## src/rtl/imem_fetch_ctrl_if.sv

```systemverilog
// Bundle of loader, instruction-memory and IF/ID signals around imem_fetch_ctrl.
// master = fetch controller, slave = loader/memory/pipeline environment.
interface imem_fetch_ctrl_if;
  logic        load_valid;
  logic [31:0] load_data;
  logic        load_last;
  logic        load_ready;
  logic        imem_we;
  logic [31:0] imem_addr;
  logic [31:0] imem_wdata;
  logic [31:0] imem_rdata;
  logic        stall;
  logic        branch_taken;
  logic [31:0] branch_target;
  logic        if_id_valid;
  logic [31:0] if_id_instr;
  logic [31:0] if_id_pc4;
  logic [31:0] pc_out;
  logic        halted;

  modport master (
    input  load_valid, load_data, load_last, imem_rdata,
           stall, branch_taken, branch_target,
    output load_ready, imem_we, imem_addr, imem_wdata,
           if_id_valid, if_id_instr, if_id_pc4, pc_out, halted
  );

  modport slave (
    output load_valid, load_data, load_last, imem_rdata,
           stall, branch_taken, branch_target,
    input  load_ready, imem_we, imem_addr, imem_wdata,
           if_id_valid, if_id_instr, if_id_pc4, pc_out, halted
  );
endinterface

```

## src/rtl/imem_fetch_ctrl.sv

```systemverilog
// Instruction-memory sequencer: boot-loads the memory, then fetches into IF/ID.
// Optional FETCH_PROFILE_EN adds saturating fetch_count/stall_count outputs.
module imem_fetch_ctrl #(
  parameter int unsigned DEPTH     = 1024,
  parameter logic [31:0] HALT_WORD = 32'hFFFF_FFFF,
  parameter logic [31:0] RESET_PC  = 32'h0000_0000
) (
  input  logic              clk,
  input  logic              reset,
  imem_fetch_ctrl_if.master bus,
  output logic [1:0]        state_dbg
`ifdef FETCH_PROFILE_EN
  ,
  output logic [31:0]       fetch_count,
  output logic [31:0]       stall_count
`endif
);

  localparam int unsigned CNT_W    = (DEPTH > 1) ? $clog2(DEPTH) : 1;
  localparam logic [31:0] PC_LIMIT = 32'(DEPTH * 4);

  localparam logic [1:0] S_LOAD = 2'd0;
  localparam logic [1:0] S_RUN  = 2'd1;
  localparam logic [1:0] S_HALT = 2'd2;

  logic [1:0]       state_q, state_d;
  logic [CNT_W-1:0] cnt_q, cnt_d;
  logic [31:0]      pc_q, pc_d;
  logic [31:0]      instr_q, instr_d;
  logic [31:0]      pc4_q, pc4_d;
  logic             valid_q, valid_d;

  logic             load_accept;
  logic             load_done;
  logic             pc_oor;
  logic             run_stall;
  logic             run_fetch;
  logic [31:0]      load_addr;

  // Loader handshake: a word transfers on any rising edge where load_valid
  // and load_ready are both high; load_ready is high for the whole LOAD state
  // and the loader must hold data/last stable while load_valid waits.
  assign load_accept = (state_q == S_LOAD) && bus.load_valid;
  assign load_done   = load_accept &&
                       (bus.load_last || (cnt_q == CNT_W'(DEPTH - 1)));
  assign pc_oor      = (pc_q >= PC_LIMIT);
  assign load_addr   = 32'(cnt_q) << 2;

  assign run_stall = (state_q == S_RUN) && bus.stall && !bus.branch_taken;
  assign run_fetch = (state_q == S_RUN) && !bus.branch_taken && !pc_oor &&
                     !bus.stall && (bus.imem_rdata != HALT_WORD);

  always_comb begin
    state_d = state_q;
    cnt_d   = cnt_q;
    pc_d    = pc_q;
    instr_d = instr_q;
    pc4_d   = pc4_q;
    valid_d = valid_q;
    case (state_q)
      S_LOAD: begin
        if (load_done) begin
          state_d = S_RUN;
          pc_d    = RESET_PC;
        end else if (load_accept) begin
          cnt_d = cnt_q + 1'b1;
        end
      end
      S_RUN: begin
        if (bus.branch_taken) begin
          // Misaligned targets are forced onto a word boundary.
          pc_d    = {bus.branch_target[31:2], 2'b00};
          valid_d = 1'b0;
          instr_d = '0;
        end else if (pc_oor) begin
          valid_d = 1'b0;
          state_d = S_HALT;
        end else if (bus.stall) begin
          valid_d = valid_q;
        end else if (bus.imem_rdata == HALT_WORD) begin
          // The halt word itself never enters IF/ID.
          valid_d = 1'b0;
          state_d = S_HALT;
        end else begin
          instr_d = bus.imem_rdata;
          pc4_d   = pc_q + 32'd4;
          valid_d = 1'b1;
          pc_d    = pc_q + 32'd4;
        end
      end
      default: begin
        valid_d = 1'b0;
      end
    endcase
  end

  always_ff @(posedge clk or posedge reset) begin
    if (reset) begin
      state_q <= S_LOAD;
      cnt_q   <= '0;
      pc_q    <= RESET_PC;
      instr_q <= '0;
      pc4_q   <= '0;
      valid_q <= 1'b0;
    end else begin
      state_q <= state_d;
      cnt_q   <= cnt_d;
      pc_q    <= pc_d;
      instr_q <= instr_d;
      pc4_q   <= pc4_d;
      valid_q <= valid_d;
    end
  end

  assign bus.load_ready  = (state_q == S_LOAD);
  assign bus.imem_we     = load_accept;
  assign bus.imem_addr   = (state_q == S_LOAD) ? load_addr : pc_q;
  assign bus.imem_wdata  = bus.load_data;
  assign bus.if_id_valid = valid_q;
  assign bus.if_id_instr = instr_q;
  assign bus.if_id_pc4   = pc4_q;
  assign bus.pc_out      = pc_q;
  assign bus.halted      = (state_q == S_HALT);
  assign state_dbg       = state_q;

`ifdef FETCH_PROFILE_EN
  always_ff @(posedge clk or posedge reset) begin
    if (reset) begin
      fetch_count <= '0;
      stall_count <= '0;
    end else begin
      if (run_fetch && (fetch_count != 32'hFFFF_FFFF))
        fetch_count <= fetch_count + 32'd1;
      if (run_stall && (stall_count != 32'hFFFF_FFFF))
        stall_count <= stall_count + 32'd1;
    end
  end
`else
  logic unused_profile;
  assign unused_profile = run_fetch ^ run_stall;
`endif

endmodule
```

## src/flat_wrapper.sv

```systemverilog
// flat-port wrapper written by rule: the top's interface ports become plain ports
module imem_fetch_ctrl_flat 
#(
  parameter int unsigned DEPTH     = 1024,
  parameter logic [31:0] HALT_WORD = 32'hFFFF_FFFF,
  parameter logic [31:0] RESET_PC  = 32'h0000_0000
)
  (clk, reset, state_dbg, bus_load_valid, bus_load_data, bus_load_last, bus_imem_rdata, bus_stall, bus_branch_taken, bus_branch_target, bus_load_ready, bus_imem_we, bus_imem_addr, bus_imem_wdata, bus_if_id_valid, bus_if_id_instr, bus_if_id_pc4, bus_pc_out, bus_halted);
  imem_fetch_ctrl_if bus_i ();
  input  logic clk;
  input  logic reset;
  output logic [1:0] state_dbg;
  input wire logic [$bits(bus_i.load_valid)-1:0] bus_load_valid;
  input wire logic [$bits(bus_i.load_data)-1:0] bus_load_data;
  input wire logic [$bits(bus_i.load_last)-1:0] bus_load_last;
  input wire logic [$bits(bus_i.imem_rdata)-1:0] bus_imem_rdata;
  input wire logic [$bits(bus_i.stall)-1:0] bus_stall;
  input wire logic [$bits(bus_i.branch_taken)-1:0] bus_branch_taken;
  input wire logic [$bits(bus_i.branch_target)-1:0] bus_branch_target;
  output wire logic [$bits(bus_i.load_ready)-1:0] bus_load_ready;
  output wire logic [$bits(bus_i.imem_we)-1:0] bus_imem_we;
  output wire logic [$bits(bus_i.imem_addr)-1:0] bus_imem_addr;
  output wire logic [$bits(bus_i.imem_wdata)-1:0] bus_imem_wdata;
  output wire logic [$bits(bus_i.if_id_valid)-1:0] bus_if_id_valid;
  output wire logic [$bits(bus_i.if_id_instr)-1:0] bus_if_id_instr;
  output wire logic [$bits(bus_i.if_id_pc4)-1:0] bus_if_id_pc4;
  output wire logic [$bits(bus_i.pc_out)-1:0] bus_pc_out;
  output wire logic [$bits(bus_i.halted)-1:0] bus_halted;
  assign bus_i.load_valid = bus_load_valid;
  assign bus_i.load_data = bus_load_data;
  assign bus_i.load_last = bus_load_last;
  assign bus_i.imem_rdata = bus_imem_rdata;
  assign bus_i.stall = bus_stall;
  assign bus_i.branch_taken = bus_branch_taken;
  assign bus_i.branch_target = bus_branch_target;
  assign bus_load_ready = bus_i.load_ready;
  assign bus_imem_we = bus_i.imem_we;
  assign bus_imem_addr = bus_i.imem_addr;
  assign bus_imem_wdata = bus_i.imem_wdata;
  assign bus_if_id_valid = bus_i.if_id_valid;
  assign bus_if_id_instr = bus_i.if_id_instr;
  assign bus_if_id_pc4 = bus_i.if_id_pc4;
  assign bus_pc_out = bus_i.pc_out;
  assign bus_halted = bus_i.halted;
  imem_fetch_ctrl #(.DEPTH(DEPTH), .HALT_WORD(HALT_WORD), .RESET_PC(RESET_PC)) u_core (.clk(clk), .reset(reset), .bus(bus_i), .state_dbg(state_dbg));
endmodule
```

## config.mk

```make
export PLATFORM = sky130hd
export DESIGN_NAME = imem_fetch_ctrl_flat
export DESIGN_NICKNAME = d
export VERILOG_FILES = /design/src/rtl/imem_fetch_ctrl_if.sv /design/src/rtl/imem_fetch_ctrl.sv /design/src/flat_wrapper.sv
export SDC_FILE = /design/constraint.sdc
export NUM_CORES = 1
export LEC_CHECK = 0
export BUFFER_PORTS_ARGS = -buffer_cell sky130_fd_sc_hd__clkbuf_2
export CAP_MARGIN = 20
export CORE_ASPECT_RATIO = 1.75
export CORE_MARGIN = 5
export CORE_UTILIZATION = 30
export CTS_BUF_LIST = sky130_fd_sc_hd__clkbuf_8
export DETAILED_ROUTE_END_ITERATION = 16
export PLACE_DENSITY = 0.63
export SLEW_MARGIN = 20
export SYNTH_ARGS = -nofsm -noshare
export SYNTH_HDL_FRONTEND = slang
export SYNTH_SLANG_ARGS = --single-unit
```

## constraint.sdc

```tcl
create_clock -name clk -period 2.9 [get_ports clk]
set_clock_uncertainty 0.1 [all_clocks]
set_input_delay 0.29 -clock clk [delete_from_list [all_inputs] [get_ports clk]]
set_output_delay 0.29 -clock clk [all_outputs]
set_load 0.02 [all_outputs]
```

; ---- After elaboration in Yosys (flattened, before gate mapping)
; Cells that the tools add are included.
[totals]
input_bits = 102
elab_cells = 63
reg_bits = 109
out_inout_bits = 166
[op_classes]
bitwise = 6
eq_ne = 15
reduce_logical = 11
order_cmp = 1
addsub = 2
muxes = 22
[ops]
columns = op, n
row1 = $mux 32, 10
row2 = $pmux 32 s2, 1
row3 = $add 32x3->32 const B, 1
row4 = $eq 32x32->1 const B, 1
row5 = $ge 32x13->1 const B, 1
row6 = $reduce_and 5->1, 3
row7 = $add 10x1->10 const B, 1
row8 = $eq 10x10->1 const B, 1
row9 = $mux 2, 5
row10 = $ne 3x3->1 const B, 3
row11 = $ne 2x2->1 const B, 3
row12 = $ne 3x2->1 const B, 2
row13 = $not 1->1, 6
row14 = $mux 1, 4
row15 = $ne 2x1->1 const B, 2
row16 = $ne 4x3->1 const B, 1
row17 = $pmux 2 s2, 1
row18 = $reduce_and 4->1, 1
row19 = $reduce_and 3->1, 1
row20 = $eq 2x1->1 const B, 1
row21 = $eq 2x2->1 const B, 1
row22 = $logic_and 1x1->1, 2
row23 = $logic_not 2->1, 1
row24 = $pmux 1 s2, 1
row25 = 3 further kinds, 3

; ---- Logic depth before layout (Yosys ltp)
[depth]
word_depth = 6
ltp_mapped = 7

; ---- Worst setup path before layout
; OpenSTA, ideal clock, no wires.
[synth_path]
kind = reg2reg
startpoint = register u_core.pc_q[22], in the netlist u_core.bus.pc_out[22]
endpoint = register u_core.pc4_q[10], in the netlist u_core.bus.if_id_pc4[10]
path_slack_ps = 630
n_path_buf = 2
arrival_time_ps = 2045
synth_period_minus_slack_ps = 2270
path_stages_with_launch = 7
path_cell_list = dfrtp_1 -> or4_4 -> nor3_4 -> and4_1 -> buf_4 -> buf_8 -> mux2_4
[synth_via]
elab_chain_len = 3
[synth_lines]
columns = element, line_no
row1 = "start, declared", imem_fetch_ctrl.sv:28  ; logic [31:0] pc_q, pc_d;
row2 = "start signal, assigned", imem_fetch_ctrl.sv:108  ; pc_q <= pc_d;
row3 = $ge 32x13->1, imem_fetch_ctrl.sv:46  ; assign pc_oor = (pc_q >= PC_LIMIT);
row4 = $not 1->1 (no line), n/a
row5 = $reduce_and 5->1 (no line), n/a
row6 = "end signal, assigned", imem_fetch_ctrl.sv:110  ; pc4_q <= pc4_d;
row7 = "end, declared", imem_fetch_ctrl.sv:30  ; logic [31:0] pc4_q, pc4_d;
; No other way between the ends.
; A chain may end at the register's enable or synchronous reset.

; ---- Worst setup path in the final report
[layout_path]
startpoint = register u_core.pc_q[14], in the netlist u_core.bus.pc_out[14]
endpoint = register u_core.instr_q[16], in the netlist u_core.bus.if_id_instr[16]
[layout_via]
elab_chain_len = 3
[layout_lines]
columns = element, line_no
row1 = $ge 32x13->1, imem_fetch_ctrl.sv:46
row2 = $ne 2x2->1 (no line), n/a
row3 = $reduce_and 4->1 (no line), n/a
row4 = "end signal, assigned", imem_fetch_ctrl.sv:109  ; instr_q <= instr_d;
row5 = "end, declared", imem_fetch_ctrl.sv:29  ; logic [31:0] instr_q, instr_d;
; No other way between the ends.

==> metrics <==
top post-synthesis cells by area dfrtp_1, a22o_1, buf_4, nor2b_1, mux2_4; final wirelength roughly 14 mm; Pwr Density about 790 nW/um^2; max-slew violations 0; share of cells above drive strength 1 0.414; Num CTS Buffers 9; Crit path arrival time around 2.7 ns; RSZ-0062 raised after global routing no; placer congestion estimate between 0.8 and 0.9; FF-to-FF Start u_core.bus.pc_out[14]; buffers added on ports 195; min Tclk post-route approximately 2.5 ns; post-synthesis mux area share 0.0516; final layout net count between 700 and 800; fillers between 1500 and 2000; initial antenna violation count 0; Root Driver clkbuf_8; remaining antenna violation count 0; post-synthesis adder-cell area fraction 0.00751; largest net degree at the start of global routing 53; Syn Area/Cell 11.5 sq um; Post-DP HPWL about 11 mm; synth unique cells 47; synth cell count leaders dfrtp_1, a22o_1, buf_4; Placed Area about 6000 sq um; Hold Fails Final Rpt 0; Top Layer Used met4; gr usage total 0.148; Worst Hold Class input port to register; Highest Clock Rate between 300 and 400 MHz; Slew @ Worst Pin about 0.65 ns; drt drc 0; Initial Util 0.305; Synth Area in Compound Gates 0.159; CP delay by family, top simple AND/OR/NAND/NOR gates; XOR/XNOR Fraction of Synth Area 0.0316; CP Class register to register; Critical Path Max Stage Delay ~0.44 ns; DR iter-0 viols between 100 and 150; Util after Layout 0.379; setup slack after layout 0.390 ns; Hold Path Sink u_core.bus.pc_out[29]; slowest stage cell on the critical path dfrtp_1; Overflow after GRT 0; Die ar. ~19000 sq um; reg2reg setup slack about 0.39 ns; synth-to-layout area growth 24.1%; RR Endpoint u_core.bus.if_id_instr[16]; ANT cells 0; Synth Warn # 0; top cell type by total area after synthesis dfrtp_1; routed length per instance about 17 microns; largest family of logic cells by synthesized area compound AO/OA/AOI/OAI gates; outcome finished clean; first-pass GRT wire length ~23 mm; Post-synth ARST share 1.00; most frequent cell after synthesis dfrtp_1; Cell Rows 62; die width between 100 and 150 microns; Post-CTS Resized 0; ys flop type dfrtp_1; relative max-transition margin 0.568; period utilization 0.866; Syn Std Cell Area roughly 5000 sq um; Syn Inst Count between 400 and 500; Layout Cells excl Fill around 830; critical path startpoint category register; Post-Route M1 WL ~5.4 mm; via count ~4000; core region area between 15000 and 20000 sq um; Via density slightly below 5; Clk pin slew, worst setup/hold paths 0.10 ns; Crit. End Element register; WP buf/inv 2; router iterations before antenna repair 4; clk sinks 105; CP required roughly 3 ns; CTS tree yes; CTS H-tree lvls 3; Post-synth EDFFs 0; min-delay src bus_branch_target[29]; placed cell count 811; Clock Path Buffers 2; vias in the first global route roughly 4400; Clock Latency Late Sink 0.36 ns; worst hold path cell count 2; sequential area share after synthesis 0.526; post-synth top area share 0.526; WL met3 between 700 and 800 microns; Setup violations, final 0; post-route cell area approximately 6200 sq um; Reg2Reg Depth 7; Synth Area in Simple Gates 0.136; # IOs around 270; total of max-cap violations 0; Setup TNS 0 ns; Max VDD drop 467 uV; Worst Hold Slack 0.0491 ns; DIE HEIGHT 181 microns; Synth Register Bits around 110; critical path fanouts, max 48; met2 wire length about 7.7 mm; leakage 3.26 nW; total power ~4.9 mW; crit path cell chain nor4_1 > nand4_1 > nor3_4 > and4_2 > buf_12 > buf_4 > a22o_1; Place WS approximately 0.32 ns
## report_power, final
part           switching (mW)  internal (mW)  leakage [nW]  total [mW]
sequential              0.352           1.71          1.43        2.06
combinational            1.22          0.745          1.73        1.96
clock                   0.490          0.392        0.0930       0.882
## area by class of cell
cell class              count  area (sq um)  area share
inverters                   8          33.8     0.00545
flip-flops and latches    105          2630       0.424
clock buffers               9           124      0.0200
well taps                 224           280      0.0452
clock inverters             5          58.8     0.00948
multi-input cells         265          1960       0.316
repair buffers            210          1120       0.180
## sequential cells by signal, summed over array words and instances (netlist names)
register and cells:
u_core.bus.if_id_pc4 30, u_core.bus.if_id_instr 32, u_core.cnt_q 10, u_core.bus.if_id_valid 1, u_core.bus.pc_out 30, u_core.state_dbg 2
## kinds of logic after synthesis
kind of cell             after synthesis
AO/OA/AOI/OAI                         99
XOR/XNOR                              18
adder cells (fa/ha/maj)                3
buffers and inverters                 69
flip-flops                           105
multiplexers                          20
other                                  1
AND/OR/NAND/NOR                      119
## layout by cell type (no fill, tap or decap), types with 2 or more instances in the layout
| cell | instances |
|---|---|
| clkbuf_2 | 195 |
| dfrtp_1 | 105 |
| a22o_1 | 49 |
| nor2b_1 | 40 |
| nand2_1 | 19 |
| xnor2_1 | 14 |
| o21ai_0 | 13 |
| nand4_1 | 12 |
| buf_4 | 12 |
| mux2_2 | 10 |
| nand3_1 | 9 |
| mux2_4 | 9 |
| clkbuf_8 | 9 |
| inv_1 | 8 |
| nor2_1 | 8 |
| nor4_1 | 7 |
| and3_1 | 7 |
| o22ai_1 | 7 |
| nor3_1 | 7 |
| a21oi_1 | 6 |
| conb_1 | 6 |
| o2bb2ai_1 | 5 |
| xor2_1 | 4 |
| o31a_1 | 3 |
| ha_1 | 3 |
| a21o_1 | 2 |
| and4_1 | 2 |
| a211o_1 | 2 |
| a211oi_1 | 2 |
| a32oi_1 | 2 |
| clkinvlp_4 | 2 |
| buf_12 | 2 |
## worst max-delay path by stage
| stage | to | cells after the start | from |
|---|---|---|---|
| 5_1_grt | u_core.bus.if_id_instr[24] | 7 | u_core.bus.pc_out[27] |
| 2_1_floorplan | u_core.bus.if_id_pc4[10] | 6 | u_core.bus.pc_out[22] |
| 3_3_place_gp | u_core.bus.if_id_instr[24] | 9 | bus_imem_rdata[13] |
| 3_5_place_dp | u_core.bus.if_id_instr[16] | 9 | bus_imem_rdata[31] |
| 6_report | u_core.bus.if_id_instr[16] | 7 | u_core.bus.pc_out[14] |
| 4_1_cts | u_core.bus.if_id_instr[26] | 7 | u_core.bus.pc_out[14] |
## per-layer routing
layer	vias up	global-route usage
met5	-	0
met4	0	0.0617
met3	44	0.0304
met2	155	0.273
met1	1965	0.160
li1	1853	-
## timing repair
| action | CTS | global route |
|---|---|---|
| endpoints found under the setup margin | 0 | 0 |
| hold buffers | 1 | 0 |
| setup buffers | 0 | 0 |
| hold endpoints to repair | 22 | 0 |
Power figures use the tool's default switching activity.
